$ cat src/rtl/pixel_stream_feeder_pkg.sv
// Shared definitions for pixel_stream_feeder: FSM state encoding, command word
// field positions and the default frame size.
package pixel_feeder_pkg;

  typedef enum logic [1:0] {
    IDLE,
    HI,
    LO,
    CLEAR
  } state_t;

  localparam int CMD_CLEAR_BIT = 15;
  localparam int REP_MSB       = 14;
  localparam int REP_LSB       = 12;
  localparam int RGB_MSB       = 11;

  localparam int NPIX_DEFAULT  = 1200;

endpackage

$ cat src/rtl/pixel_stream_feeder_sync_fifo.sv
// Single-clock FIFO with registered full/empty flags and an occupancy level.
// Pushes while full and pops while empty are ignored.
module sync_fifo
  import pixel_feeder_pkg::*;
#(
  parameter int WIDTH = 16,
  parameter int DEPTH = 16
) (
  input  logic                     clk_50,
  input  logic                     reset,
  input  logic                     push,
  input  logic [WIDTH-1:0]         din,
  input  logic                     pop,
  output logic [WIDTH-1:0]         dout,
  output logic                     full,
  output logic                     empty,
  output logic [$clog2(DEPTH):0]   level
);

  localparam int AW = $clog2(DEPTH);

  logic [WIDTH-1:0] mem [DEPTH];
  logic [AW-1:0]    wr_ptr;
  logic [AW-1:0]    rd_ptr;
  logic [AW:0]      level_next;
  logic             do_push;
  logic             do_pop;

  assign do_push = push && !full;
  assign do_pop  = pop && !empty;
  assign dout    = mem[rd_ptr];

  always_comb begin
    level_next = level;
    if (do_push && !do_pop) begin
      level_next = level + (AW+1)'(1);
    end else if (do_pop && !do_push) begin
      level_next = level - (AW+1)'(1);
    end
  end

  // Storage is not reset; only the pointers and flags define what is valid.
  always_ff @(posedge clk_50) begin
    if (do_push) begin
      mem[wr_ptr] <= din;
    end
  end

  always_ff @(posedge clk_50) begin
    if (reset) begin
      wr_ptr <= '0;
      rd_ptr <= '0;
      level  <= '0;
      full   <= 1'b0;
      empty  <= 1'b1;
    end else begin
      if (do_push) wr_ptr <= wr_ptr + AW'(1);
      if (do_pop)  rd_ptr <= rd_ptr + AW'(1);
      level <= level_next;
      full  <= (level_next == (AW+1)'(DEPTH));
      empty <= (level_next == '0);
    end
  end

endmodule

$ cat src/rtl/pixel_stream_feeder.sv
// Buffers CPU pixel/command words and replays them as a pulsed pixel stream.
// Optional run-length repeat support is enabled by defining PIXEL_FEEDER_RLE_EN.
module pixel_stream_feeder
  import pixel_feeder_pkg::*;
#(
  parameter int DEPTH = 16,
  parameter int HOLD  = 1,
  parameter int GAP   = 1,
  parameter int NPIX  = NPIX_DEFAULT
) (
  input  logic        clk_50,
  input  logic        reset,
  input  logic        wr_valid,
  output logic        wr_ready,
  input  logic [15:0] wr_data,
  output logic        add_input,
  output logic [11:0] rgb_code,
  output logic        img_reset,
  output logic [10:0] pix_idx,
  output logic        frame_done,
  output logic        busy
);

  localparam int LW    = $clog2(DEPTH) + 1;
  localparam int MAXHG = (HOLD > GAP) ? HOLD : GAP;
  localparam int CW    = $clog2(MAXHG) + 1;

  localparam logic [CW-1:0] HOLD_LOAD = CW'(HOLD - 1);
  localparam logic [CW-1:0] GAP_LOAD  = CW'(GAP - 1);
  localparam logic [10:0]   LAST_IDX  = 11'(NPIX - 1);

  state_t          state;
  logic [CW-1:0]   cnt;
  logic [15:0]     head;
  logic            fifo_full;
  logic            fifo_empty;
  logic [LW-1:0]   fifo_level;
  logic            pop;
  logic            at_last;

`ifdef PIXEL_FEEDER_RLE_EN
  logic [2:0]      rep;
`else
  logic            unused_rep;
  assign unused_rep = ^head[REP_MSB:REP_LSB];
`endif

  assign pop      = (state == IDLE) && !fifo_empty;
  assign wr_ready = !fifo_full;
  assign busy     = (fifo_level != '0) || (state != IDLE);
  assign at_last  = (pix_idx == LAST_IDX);

  sync_fifo #(
    .WIDTH (16),
    .DEPTH (DEPTH)
  ) u_fifo (
    .clk_50 (clk_50),
    .reset  (reset),
    .push   (wr_valid),
    .din    (wr_data),
    .pop    (pop),
    .dout   (head),
    .full   (fifo_full),
    .empty  (fifo_empty),
    .level  (fifo_level)
  );

  // frame_done is loaded one cycle early so it is high during the last LO cycle,
  // the same cycle in which pix_idx wraps.
  always_ff @(posedge clk_50) begin
    if (reset) begin
      state      <= IDLE;
      cnt        <= '0;
      add_input  <= 1'b0;
      rgb_code   <= '0;
      img_reset  <= 1'b0;
      pix_idx    <= '0;
      frame_done <= 1'b0;
`ifdef PIXEL_FEEDER_RLE_EN
      rep        <= '0;
`endif
    end else begin
      frame_done <= 1'b0;
      img_reset  <= 1'b0;
      unique case (state)
        IDLE: begin
          if (!fifo_empty) begin
            if (head[CMD_CLEAR_BIT]) begin
              img_reset <= 1'b1;
              state     <= CLEAR;
            end else begin
              rgb_code  <= head[RGB_MSB:0];
`ifdef PIXEL_FEEDER_RLE_EN
              rep       <= head[REP_MSB:REP_LSB];
`endif
              add_input <= 1'b1;
              cnt       <= HOLD_LOAD;
              state     <= HI;
            end
          end
        end
        HI: begin
          if (cnt == '0) begin
            add_input  <= 1'b0;
            cnt        <= GAP_LOAD;
            frame_done <= (GAP == 1) && at_last;
            state      <= LO;
          end else begin
            cnt <= cnt - CW'(1);
          end
        end
        LO: begin
          if (cnt == '0) begin
            pix_idx <= at_last ? 11'd0 : pix_idx + 11'd1;
`ifdef PIXEL_FEEDER_RLE_EN
            if (rep != 3'd0) begin
              rep       <= rep - 3'd1;
              add_input <= 1'b1;
              cnt       <= HOLD_LOAD;
              state     <= HI;
            end else begin
              state <= IDLE;
            end
`else
            state <= IDLE;
`endif
          end else begin
            cnt        <= cnt - CW'(1);
            frame_done <= (cnt == CW'(1)) && at_last;
          end
        end
        CLEAR: begin
          pix_idx <= '0;
          state   <= IDLE;
        end
        default: state <= IDLE;
      endcase
    end
  end

endmodule
$ cat config.mk
export PLATFORM = sky130hd
export DESIGN_NAME = pixel_stream_feeder
export DESIGN_NICKNAME = d
export VERILOG_FILES = /design/src/rtl/pixel_stream_feeder_pkg.sv /design/src/rtl/pixel_stream_feeder_sync_fifo.sv /design/src/rtl/pixel_stream_feeder.sv
export SDC_FILE = /design/constraint.sdc
export NUM_CORES = 1
export LEC_CHECK = 0
export ABC_AREA = 1
export CAP_MARGIN = 20
export CORE_MARGIN = 4
export CORE_UTILIZATION = 35
export DETAILED_ROUTE_END_ITERATION = 6
export GPL_TIMING_DRIVEN = 0
export HOLD_SLACK_MARGIN = 0.12
export PLACE_DENSITY = 0.53
export SLEW_MARGIN = 0
export SYNTH_ARGS = -nofsm -noshare
export SYNTH_HDL_FRONTEND = slang
export SYNTH_SLANG_ARGS = --single-unit
$ cat constraint.sdc
create_clock -name clk_50 -period 1.56 [get_ports clk_50]
set_input_delay 0.156 -clock clk_50 [delete_from_list [all_inputs] [get_ports clk_50]]
set_output_delay 0.156 -clock clk_50 [all_outputs]
set_load 0.02 [all_outputs]
Yosys cells after proc, flatten, opt, wreduce, memory -nomap -nowiden:

Memory sizes are Yosys's and may differ from the RTL's. A register that Yosys moved wholly into a read port is not among the register bits.
Cells that the tools add are included.

* add/subtract/negate cells: 6
* eq/ne operators: 9
* multiplexer cells: 26
* bitwise gates (word level): 3
* reduce and logical (&&, ||, !) cells: 25

Operators with widths (number)
* 2-to-1 mux 11 bit: 2
* one-hot mux 11 bit (2 select lines): 1
* adder 11 x 1 -> 11 bit, second input constant: 1
* == test 11 bit, second input constant: 1
* 2-to-1 mux 1 bit: 11
* 2-to-1 mux 5 bit: 2
* AND reduction 3 bit: 3
* adder 4 x 1 -> 4 bit, second input constant: 2
* 2-to-1 mux 2 bit: 4
* 2-to-1 mux 4 bit: 2
* inequality test 2 bit, second input constant: 4
* one-hot mux 2 bit (4 select lines): 1
* nonzero test 2 bit: 4
* logical AND 1 bit: 6
* one-hot mux 1 bit (2 select lines): 3
* adder 5 x 1 -> 5 bit, second input constant: 1
* == test 5 bit, second input constant: 1
* zero test 5 bit: 1
* nonzero test 5 bit: 1
* subtractor 5 x 1 -> 5 bit, second input constant: 1
* == test 2 bit, second input constant: 2
* zero test 1 bit: 4
* AND reduction 4 bit: 1
* NOT 1 bit: 3
* 7 further kinds: 7

* register bits: 44
* bits in writable memories: 256
* bits of input ports: 19
* logic and storage cells: 82
* memories kept: 1

Memories
* u_fifo.mem: words 16, bits a word 16, rd ports 1, clocked after Yosys merged registers in 1, write ports 1, RTL line pixel_stream_feeder_sync_fifo.sv:22 `logic [WIDTH-1:0] mem [DEPTH];`

Depth between registers and ports, before layout:

* depth after elaboration: 7
* depth in mapped cells: 13
* depth with buffers taken out: 12

Hierarchy:

From an unflattened synthesis, not the netlist that was laid out.

* cell total of the unflattened synthesis: 1144
* area, all modules: 12718.4 µm²

By module, submodules not included
* sync_fifo: instances 1, cells an instance 957, area an instance 11357.1 µm²
* pixel_stream_feeder: instances 1, cells an instance 187, area an instance 1361.3 µm²

Worst setup path after synthesis:

OpenSTA, ideal clock, no wires.

* path kind: flip-flop to flip-flop
* start point: register u_fifo.full
* end point: memory u_fifo.mem[0][0], enable pin
* setup time: 382 ps
* arrival time: 1383 ps
* data required time: 1178 ps
* slack: -205 ps
* stages on the path, launching flop included: 6
* path buffers: 0
* clock period less this slack: 1765 ps
* path through: dfxtp_1 > inv_1 > nand2_2 > inv_1 > nand2_1 > nor2_1

* longest elaborated chain between the ends: 4

Ends and longest elaborated chain
* from (decl): RTL line pixel_stream_feeder_sync_fifo.sv:15 `output logic full,`
* from (signal assigned): RTL line pixel_stream_feeder_sync_fifo.sv:60 `full <= (level_next == (AW+1)'(DEPTH));`
* zero test 1 bit
* via wr_ready: RTL line pixel_stream_feeder.sv:14 `output logic wr_ready,`
* logical AND 1 bit: RTL line pixel_stream_feeder_sync_fifo.sv:29 `assign do_push = push && !full;`
* 2-to-1 mux 1 bit: RTL line pixel_stream_feeder_sync_fifo.sv:44 `if (do_push) begin`
* 2-to-1 mux 1 bit (implied by the code): RTL line pixel_stream_feeder_sync_fifo.sv:45 `mem[wr_ptr] <= din;`
* to (decl): RTL line pixel_stream_feeder_sync_fifo.sv:22

The timed path passes the listed nets, and every way through them passes these cells.

==> flow_metrics.py <==
metrics = {
    "sta": {
        "slew_viol_final": 0,
        "post-route-period-util": 1.09,
        "fin_hold_ws_ns": 0.415,
        "tightestPinTransition_ns": 0.728,
        "period_needed_ns": 1.70,
        "setup_viol": 16,
        "unrepaired_setup_endpoints_after_global_routing": "yes",
        "maxSlewHeadroom": 0.513,
        "fin_ws_ns": -0.138,
        "maxClockFrequency_mhz": 589,
        "final-hold-violation-count": 0,
        "fin_tns_setup_ns": -1.54,
        "worst_clock_skew_ns": 0.0283,
    },
    "placed_design": {
        "dpl_cell_area_sq_um": 11500,
        "pre_cts_ws_ns": -0.651,
        "dp_hpwl_microns": 18100,
        "gpl.final_weighted_congestion": 0.805,
        "numPortBuffers": 42,
    },
    "worst_hold_path": {
        "whs_path_depth": 5,
        "min_from": "wr_valid",
        "worstHoldEndpoint": "u_fifo.wr_ptr[3]",
        "worstHoldPathType": "in -> reg",
    },
    "clock_tree": {
        "cts_root_buf": "sky130_fd_sc_hd__clkbuf_16",
        "cts_buffer_depth": 3,
        "numCtsBuffers": 29,
        "cts.reportedPaths.clkPinSlew_ns": 0.06,
        "clock_insertion_delay_worst_skew_ns": 0.57,
        "tritoncts": "built",
        "cts_max_level": 1,
        "clock_sinks": 255,
    },
    "floorplanning": {
        "core_sq_um": 29600,
        "chipWidth_microns": 181,
        "std_cell_rows": 63,
        "die_area_sq_um": 32800,
        "starting_density_of_the_core": 0.354,
        "die-height_microns": 181,
        "i_o_pin_cnt": 47,
    },
    "critical_path": {
        "critical_path.endpoint_type": "flip-flop",
        "r2r_cells": 9,
        "timing_worst_setup_path_type": "reg -> reg",
        "crit_slowest_cell": "sky130_fd_sc_hd__dfxtp_4",
        "cp_data_arrival_time_ns": 2.21,
        "cells_traversed_along_the_worst_timing_path": "buf_8, buf_12, buf_12, o21ai_0, o211ai_1, nand3_1, nand2_1, nor2_1, nor2_1",
        "worstReg2RegEnd": "rgb_code[2]",
        "slowest_delay_ns": 0.41,
        "timing.reg2reg.setup_slack_ns": -0.14,
        "critical_path_peak_fanout": 10,
        "critical_path.startpoint_type": "flip-flop",
        "worst_ep_required_ns": 2.07,
    },
    "logic_synthesis": {
        "postSynthCellCount": 943,
        "post_synth_num_cell_types": 28,
        "syn-mean-instance-area_sq_um": 11.1,
        "synth_enable_flop_cells": 208,
        "synth_common_cells": "sky130_fd_sc_hd__edfxtp_1 (208), sky130_fd_sc_hd__nor2_1 (173), sky130_fd_sc_hd__nand2_1 (111)",
        "yosys_reg_bits": 255,
        "async_reset_ff_frac": 0,
        "post-synth-top-count-cell": "sky130_fd_sc_hd__edfxtp_1",
        "synth.area.top_cells": "sky130_fd_sc_hd__edfxtp_1 (59%), sky130_fd_sc_hd__dfxtp_1 (9.0%), sky130_fd_sc_hd__nor2_1 (6.2%)",
        "ys.warnings.count": 0,
        "synth_area_sq_um": 10500,
        "synth_seq_area_share": 0.684,
        "synth-main-ff-cell": "sky130_fd_sc_hd__edfxtp_1",
        "yosys.area.top_type": "sky130_fd_sc_hd__edfxtp_1",
        "synthesis.nets": 975,
        "synth_top_area_share": 0.595,
    },
    "finish": {
        "nNetsFinal": 1111,
        "antenna-diode-count": 0,
        "area_delta_synth_final_pct": 32.8,
        "utilization": 0.471,
        "post_route_cells_drive_above_1_share": 0.249,
        "post_route_cell_area_sq_um": 13900,
    },
    "routing": {
        "highest-signal-layer": "met4",
        "routed_wl_microns": 30800,
        "detailedRoute.firstPassIterationCount": 5,
        "routed-wl-met3_microns": 2270,
        "wl_met1_microns": 13400,
        "first_iter_violations": 711,
        "vias": 7562,
        "via_per_inst": 5.07,
        "wire_length_on_met2_microns": 14500,
        "drt-wirelength-per-cell_microns": 20.7,
        "drc_errors": 0,
        "drtAntennaViolNets": 0,
    },
    "grt": {
        "grt_antenna_before_repair": 0,
        "globalRouteTotalUtil": 0.176,
        "grt_max_degree": 17,
        "global_route.overflow_total": 0,
        "vias_in_the_first_global_route": 7144,
        "grt_pass1_wl_microns": 43900,
    },
    "job": {
        "timing.max_cap.violations": 0,
    },
    "power_and_ir_drop": {
        "pwr_per_cell_area_nw_per_um2": 1680,
        "peakVddDrop_mv": 0.936,
        "leakagePower_nw": 5.04,
    },
    "status": {
        "failed_checks": "negative setup slack",
        "outcome": "complete, but fails checks",
    },
}
[cells by family (layout without fill, tap and decap cells)]
family / Yosys count / after routing / share of synthesized area
compound gates: 195 / 195 / 0.105
flops: 255 / 255 / 0.684
fa+ha+maj: 13 / 13 / 0.0155
simple gates: 344 / 345 / 0.133
buf+inv: 128 / 285 / 0.0554
xor+xnor: 8 / 8 / 0.00667
[per-stage QoR]
stage / power [mW] / instances
after floorplan: 12.3 / 943
after global placement: 14.6 / 1375
after detailed placement: 14.7 / 1377
after CTS: 22.3 / 1474
after global routing: 24.6 / 1491
final: 23.4 / 1491
[worst max-delay path, delay by kind of cell (launching register included)]
family	cells	cell delay [ns]
buffers and inverters	3	0.45
AOI/OAI and AO/OA	2	0.41
DFF	1	0.41
and+or+nand+nor	4	0.38
[layout by cell type (no fill, tap or decap), drive strengths merged]
master,n
edfxtp,208
nor2,173
nand2,112
o21ai,111
buf,83
inv,80
clkbuf,62
nand3,50
o211ai,48
dfxtp,47
a21oi,33
dlygate4sd2,27
clkdlybuf4s50,14
ha,13
clkinv,13
xor2,7
nor3,6
clkinvlp,4
nand4,3
dlygate4sd3,2
nor3b,1
xnor2,1
a211oi,1
o22ai,1
o31ai,1
[area by class of cell]
| cell class | count | area (sq um) |
|---|---|---|
| Fill cell | 2659 | 15700 |
| Sequential cell | 255 | 7210 |
| Multi-Input combinational cell | 561 | 3310 |
| Timing Repair Buffer | 106 | 1310 |
| Clock buffer | 40 | 767 |
| Tap cell | 390 | 488 |
| Buffer | 42 | 425 |
| Inverter | 83 | 349 |
| Clock inverter | 13 | 80.1 |
| Timing Repair inverter | 1 | 5.00 |
[how the worst max path moves through the flow]
stage	slack, ns	end	cells past startpoint	start
after global placement	-1.18	u_fifo.mem[11][7]	5	wr_valid
after CTS	-0.19	add_input	13	flip-flop
after floorplan	-0.17	u_fifo.mem[11][0]	5	u_fifo.full
after detailed placement	-0.65	rgb_code[11]	8	flip-flop
after global routing	-0.24	rgb_code[9]	13	flip-flop
final	-0.14	rgb_code[2]	9	flip-flop
[flip-flops by register name, indices dropped and copies added (netlist names), named ones only]
signal and flops:
pix_idx 11, rgb_code 12, img_reset 1, u_fifo.empty 1, u_fifo.wr_ptr 4, u_fifo.level 5, u_fifo.mem 208, frame_done 1
u_fifo.rd_ptr 4, u_fifo.full 1, add_input 1, state 2
[where the power goes]
group          leakage [nW]  internal, mW  switching, mW
combinational          2.36          3.76           5.35
sequential             2.27          7.87          0.315
clock                 0.412          3.44           2.71
[timing repair]
item	CTS	global route
pin swaps	62	62
endpoints found under the hold margin	7	0
endpoints found under the setup margin	256	239
hold buffers	2	0
buffers inserted	37	14
gates resized for setup	166	118
cloned	5	7
[layer usage]
| metal | vias to the layer above | track usage |
|---|---|---|
| met3 | 47 | 0.0364 |
| met1 | 3698 | 0.244 |
| li1 | 3556 | - |
| met2 | 261 | 0.288 |
| met5 | - | 0 |
| met4 | 0 | 0.0396 |
Note: power is estimated with default switching activity, not from simulation.
